===== config.mk =====
export PLATFORM = sky130hd
export DESIGN_NAME = pet_vram_sched
export DESIGN_NICKNAME = d
export VERILOG_FILES = /design/src/rtl/pet_vram_sched.sv
export SDC_FILE = /design/constraint.sdc
export NUM_CORES = 1
export LEC_CHECK = 0
export ABC_AREA = 1
export BUFFER_PORTS_ARGS = -buffer_cell sky130_fd_sc_hd__buf_4
export CORE_AREA = 4 4 41 43
export CTS_CLUSTER_DIAMETER = 150
export CTS_CLUSTER_SIZE = 25
export DETAILED_ROUTE_END_ITERATION = 10
export DIE_AREA = 0 0 45 47
export PLACE_DENSITY = 0.77
export SLEW_MARGIN = 30
export SYNTH_ARGS = -nofsm -noshare
export SYNTH_HDL_FRONTEND = slang
export SYNTH_SLANG_ARGS = --single-unit

===== constraint.sdc =====
create_clock -name clk -period 1.85 [get_ports clk]
set_input_delay 0.185 -clock clk [delete_from_list [all_inputs] [get_ports clk]]
set_output_delay 0.185 -clock clk [all_outputs]
set_load 0.02 [all_outputs]

===== src/rtl/pet_vram_sched.sv =====
// pet_vram_sched: divides each 32-subclock CPU cycle of the shared video RAM
// port into video-fetch, CPU and DMA slots. All outputs are registered, so a
// decision taken while cnt31_i == N becomes visible on the following clk.
module pet_vram_sched #(
    parameter int VID_SLOT    = 3,   // first subclock of video fetch (+16 in 80-col)
    parameter int CPU_WR_SLOT = 8,   // subclock of the single CPU write strobe
    parameter int DMA_SLOT    = 12   // first subclock of the DMA slot
) (
    input  logic       clk,
    input  logic       reset,
    input  logic [4:0] cnt31_i,
    input  logic       pref_have_80_cols,
    input  logic       pref_eoi_blanks,
    input  logic       cpu_sel,
    input  logic       cpu_we,
    input  logic       dma_req,
    input  logic       dma_we,
    output logic [1:0] vram_owner,
    output logic       vram_we,
    output logic       load_sr,
    output logic       ce_pixel,
    output logic       ce_8m,
    output logic       dma_ack,
    output logic       snow
);

    // Slots must be disjoint and fit inside one 32-subclock cycle.
    localparam bit SLOT_CLASH =
        (CPU_WR_SLOT >= VID_SLOT      && CPU_WR_SLOT <= VID_SLOT + 1)  ||
        (CPU_WR_SLOT >= VID_SLOT + 16 && CPU_WR_SLOT <= VID_SLOT + 17) ||
        (CPU_WR_SLOT >= DMA_SLOT      && CPU_WR_SLOT <= DMA_SLOT + 1)  ||
        (DMA_SLOT + 1 >= VID_SLOT      && DMA_SLOT <= VID_SLOT + 1)    ||
        (DMA_SLOT + 1 >= VID_SLOT + 16 && DMA_SLOT <= VID_SLOT + 17)   ||
        (VID_SLOT < 0) || (VID_SLOT + 18 > 31) ||
        (DMA_SLOT < 0) || (DMA_SLOT + 2 > 31)  ||
        (CPU_WR_SLOT < 0) || (CPU_WR_SLOT > 31);

    if (SLOT_CLASH) begin : g_slot_clash
        $error("pet_vram_sched: overlapping or out-of-range slot parameters");
    end

    localparam logic [4:0] V0  = 5'(VID_SLOT);
    localparam logic [4:0] V0N = 5'(VID_SLOT + 1);
    localparam logic [4:0] V0L = 5'(VID_SLOT + 2);
    localparam logic [4:0] V1  = 5'(VID_SLOT + 16);
    localparam logic [4:0] V1N = 5'(VID_SLOT + 17);
    localparam logic [4:0] V1L = 5'(VID_SLOT + 18);
    localparam logic [4:0] WS  = 5'(CPU_WR_SLOT);
    localparam logic [4:0] D0  = 5'(DMA_SLOT);

    typedef enum logic [1:0] {
        OWN_VIDEO = 2'd0,
        OWN_CPU   = 2'd1,
        OWN_DMA   = 2'd2
    } owner_e;

    // DMA_SLOT and DMA_ACK are only ever occupied on cnt D+1 and D+2.
    typedef enum logic [1:0] {
        DMA_IDLE,
        DMA_PEND,
        DMA_SLOT1,
        DMA_ACK
    } dma_state_e;

    dma_state_e dma_state, dma_next;
    logic       snow_pend;

    logic       video_slot, video_load, cpu_override;
    logic       dma_own, dma_write, dma_done;
    logic       snow_pend_next;
    owner_e     owner_next;
    logic       we_next, cep_next;

    // Slot decode for the current subclock.
    always_comb begin
        // NOTE: every always_comb output gets a default first so no path leaves it unassigned (no latch).
        video_slot   = (cnt31_i == V0) || (cnt31_i == V0N) ||
                       (pref_have_80_cols && ((cnt31_i == V1) || (cnt31_i == V1N)));
        video_load   = (cnt31_i == V0L) || (pref_have_80_cols && (cnt31_i == V1L));
        cpu_override = video_slot && pref_eoi_blanks && cpu_sel;
        // Remember an override until the load point of the same fetch.
        snow_pend_next = video_load ? 1'b0 : (snow_pend | cpu_override);
        cep_next       = pref_have_80_cols ? cnt31_i[0] : (cnt31_i[1:0] == 2'd1);
    end

    // DMA request tracking: pending, slot taken on D and D+1, ack on D+2.
    always_comb begin
        dma_next  = dma_state;
        dma_own   = 1'b0;
        dma_write = 1'b0;
        dma_done  = 1'b0;
        case (dma_state)
            DMA_IDLE: begin
                if (dma_req) dma_next = DMA_PEND;
            end
            DMA_PEND: begin
                if (!dma_req) begin
                    dma_next = DMA_IDLE;
                end else if (cnt31_i == D0) begin
                    dma_own  = 1'b1;
                    dma_next = DMA_SLOT1;
                end
            end
            DMA_SLOT1: begin
                if (dma_req) begin
                    dma_own   = 1'b1;
                    dma_write = dma_we;
                    dma_next  = DMA_ACK;
                end else begin
                    dma_next = DMA_IDLE;
                end
            end
            DMA_ACK: begin
                dma_done = dma_req;
                dma_next = DMA_IDLE;
            end
        endcase
    end

    // Owner select and write strobe for the next clk.
    always_comb begin
        owner_next = OWN_CPU;
        if (video_slot && !cpu_override) begin
            owner_next = OWN_VIDEO;
        end else if (dma_own) begin
            owner_next = OWN_DMA;
        end
        we_next = dma_write || ((cnt31_i == WS) && cpu_sel && cpu_we);
    end

    // Output and state registers with synchronous reset.
    always_ff @(posedge clk) begin
        // NOTE: sequential state uses non-blocking assignments so all registers update together.
        if (reset) begin
            dma_state  <= DMA_IDLE;
            snow_pend  <= 1'b0;
            vram_owner <= OWN_CPU;
            vram_we    <= 1'b0;
            load_sr    <= 1'b0;
            ce_pixel   <= 1'b0;
            ce_8m      <= 1'b0;
            dma_ack    <= 1'b0;
            snow       <= 1'b0;
        end else begin
            dma_state  <= dma_next;
            snow_pend  <= snow_pend_next;
            vram_owner <= owner_next;
            vram_we    <= we_next;
            load_sr    <= video_load;
            ce_pixel   <= cep_next;
            ce_8m      <= (cnt31_i[1:0] == 2'd1);
            dma_ack    <= dma_done;
            snow       <= video_load && snow_pend;
        end
    end

endmodule


==> impl_metrics.tcl <==
set metrics [dict create \
    layout-drive-gt1-share 0.3107 \
    hold_buffers 0 \
    rsz0062_at_grt "false" \
    crit_chain "inv_1 -> ha_1 -> nand2_1 -> inv_1 -> nor2_1 -> nand3b_1 -> nand2_1 -> nand2_1" \
    die_x_um 45 \
    cts_buffer_depth 2 \
    ff2ff_path_depth 8 \
    r2r_start "dma_state[0]" \
    grt_first_pass_wirelength_mm 1.980 \
    slowest_stage "dfxtp_1" \
    detail_route.wirelength_mm 1.200 \
    diodes 0 \
    hp-class "in2reg" \
    endpoint_kind "flop" \
    ff2ff_setup_slack_ps 610 \
    wl_per_cell_um 10.17 \
    drv_slew 0 \
    placedInstanceArea_um2 725.7 \
    port_buffers 20 \
    synth-seq-cells 11 \
    required_ps 2070 \
    dr.pass1.iters 4 \
    cp-startpoint "dma_state[0]" \
    cap_viol_max_count 0 \
    ios 21 \
    ys_seq_area_frac 0.3955 \
    p_per_area_nw_per_um2 819.1 \
    drc 0 \
    h-tree-depth 1 \
    grt_start_max_net_pins 7 \
    timing.fmax_ghz 0.8089 \
    arrival_ps 1450 \
    clk_latency_ps 270 \
    min_period_ps 1236 \
    crit_path_end "vram_owner[0]" \
    worstMarginPinSlew_ps 155.8 \
    antenna_found_initial 0 \
    syn_to_final_growth_pct 35.06 \
    cp_slowest_stage_delay_ps 380 \
    path_common_cell "nand2_1" \
    yosysWarnings 0 \
    clock_sinks 11 \
    cts_root_buf "clkbuf_4" \
    place.gp.congestion 0.8593 \
    syn_area_per_cell_um2 7.048 \
    dr.first_iter.drc_count 10 \
    postRouteAntennaNets 0 \
    status "finished, final reports clean" \
    die_area_um2 2115 \
    avgViaCountPerCell 4.449 \
    grt_usage 0.1340 \
    finalSetupViolations 0 \
    dpl.hpwl_mm 1.007 \
    path_max_fanout 4 \
    fp.dieH_um 47 \
    cts_resized 0 \
    cts_tree "yes" \
    path_class "reg2reg" \
    finalPower_uw 615.9 \
    synth_area_um2 556.8 \
    row_count 13 \
    yosysUniqueCellTypes 14 \
    coreArea_um2 1301 \
    timing.setup.tns_ps 0 \
    timing.final.hold_violations 0 \
    stdcell_area_um2 752.0 \
    cts_made_buffers 3 \
    p_leak_nw 0.4138 \
    synth_nets 97 \
    skew_ps 6.915 \
    cp_top_family "simple AND/OR/NAND/NOR gates" \
    grt_pass1_vias 495 \
    critPathBufInv 2 \
    start_util 0.4279 \
    nets 122 \
    vias 525 \
    relSlewSlack 0.8960 \
    netlist_instances 79 \
    globalRouteOverflowTotal 0 \
    r2r-end "vram_owner[0]" \
    path_clk_slew_ps 70 \
    crit_cells 8 \
    finalCritPeriodShare 0.6683 \
    ir_worst_vdd_uv 461.6 \
    cp-start-kind "flop" \
    cts_setup_buffers 0 \
]
state kept, by name (all words and copies together), names as in the netlist:
name / cells
dma_state: 2
vram_owner: 2
ce_8m: 1
ce_pixel: 1
dma_ack: 1
load_sr: 1
snow: 1
snow_pend: 1
vram_we: 1
cell usage in the layout (no fill, tap or decap), types with 3 or more instances in the layout:
master / Yosys / routed
inv_1: 10 / 10
buf_4: 0 / 20
clkbuf_4: 0 / 3
nor2_1: 12 / 12
a21oi_1: 4 / 4
ha_1: 5 / 5
dfxtp_1: 11 / 11
inv_2: 4 / 4
nand3_1: 7 / 7
nand2_2: 3 / 3
nand2_1: 18 / 18
worst register-to-register path, stage by stage, from the launching register on:
cell and delay (ps):
dfxtp_1 380, inv_1 100, ha_1 200, nand2_1 70
inv_1 70, nor2_1 130, nand3b_1 140, nand2_1 60
nand2_1 50
synthesized netlist by cell type:
cell | number | share of area
nor2_2 | 1 | 0.011
a21oi_1 | 4 | 0.036
nand4_1 | 1 | 0.011
inv_2 | 4 | 0.027
nand2_1 | 18 | 0.12
inv_1 | 10 | 0.067
nand3_2 | 1 | 0.018
ha_1 | 5 | 0.11
nand3_1 | 7 | 0.063
nand3b_1 | 1 | 0.013
nor3_1 | 1 | 0.0090
nand2_2 | 3 | 0.034
nor2_1 | 12 | 0.081
dfxtp_1 | 11 | 0.40
stage by stage:
step           cells  hold slack, ps  utilization  setup slack, ps
5_1_grt          118           128.4       0.5779            510.6
4_1_cts          118           115.7       0.5779            602.1
3_3_place_gp     114           396.0       0.5577            682.7
3_5_place_dp     114           400.7       0.5577            617.0
6_report         118           126.1       0.5779            613.7
2_1_floorplan     79           254.1            -            726.8
cells by family (layout without fill, tap and decap cells):
logic type | after synthesis | after routing | share of synthesized area
adders and majority gates | 5 | 5 | 0.1124
DFF | 11 | 11 | 0.3955
buffers and inverters | 14 | 38 | 0.09438
AOI/OAI and AO/OA | 4 | 4 | 0.03596
and+or+nand+nor | 45 | 45 | 0.3618
layout make-up:
type                            instances  area, um2
Fill cell                             125      549.3
Sequential cell                        11      220.2
Multi-Input combinational cell         54      284.0
Timing Repair Buffer                   20      150.1
Tap cell                               15      18.77
Inverter                               14      52.55
Clock buffer                            4      26.28
per-layer routing:
layer  vias to the layer above  global-route usage  routed length (um)
met5                         -                   0                   0
met3                         3             0.02299                  60
li1                        291                   -                   -
met4                         0             0.08772                  14
met1                       216              0.1540                 543
met2                        15              0.2288                 581
worst min path at each step:
| stage | slack [ps] | start | cells after the start | end |
|---|---|---|---|---|
| finish | 130 | cnt31_i[1] | 2 | ce_pixel |
| CTS | 120 | cnt31_i[1] | 2 | ce_pixel |
| global route | 130 | reset | 2 | vram_we |
| floorplan | 250 | reset | 1 | vram_we |
| global placement | 400 | cnt31_i[1] | 2 | ce_pixel |
| detailed placement | 400 | cnt31_i[1] | 2 | ce_pixel |
power breakdown:
group          switching (mW)  internal, mW  leakage [nW]
registers              0.0146         0.255        0.0896
logic                   0.107        0.0796         0.309
clock network          0.0760        0.0834        0.0150
total                   0.198         0.418         0.414
(Power assumes the default switching activity.)
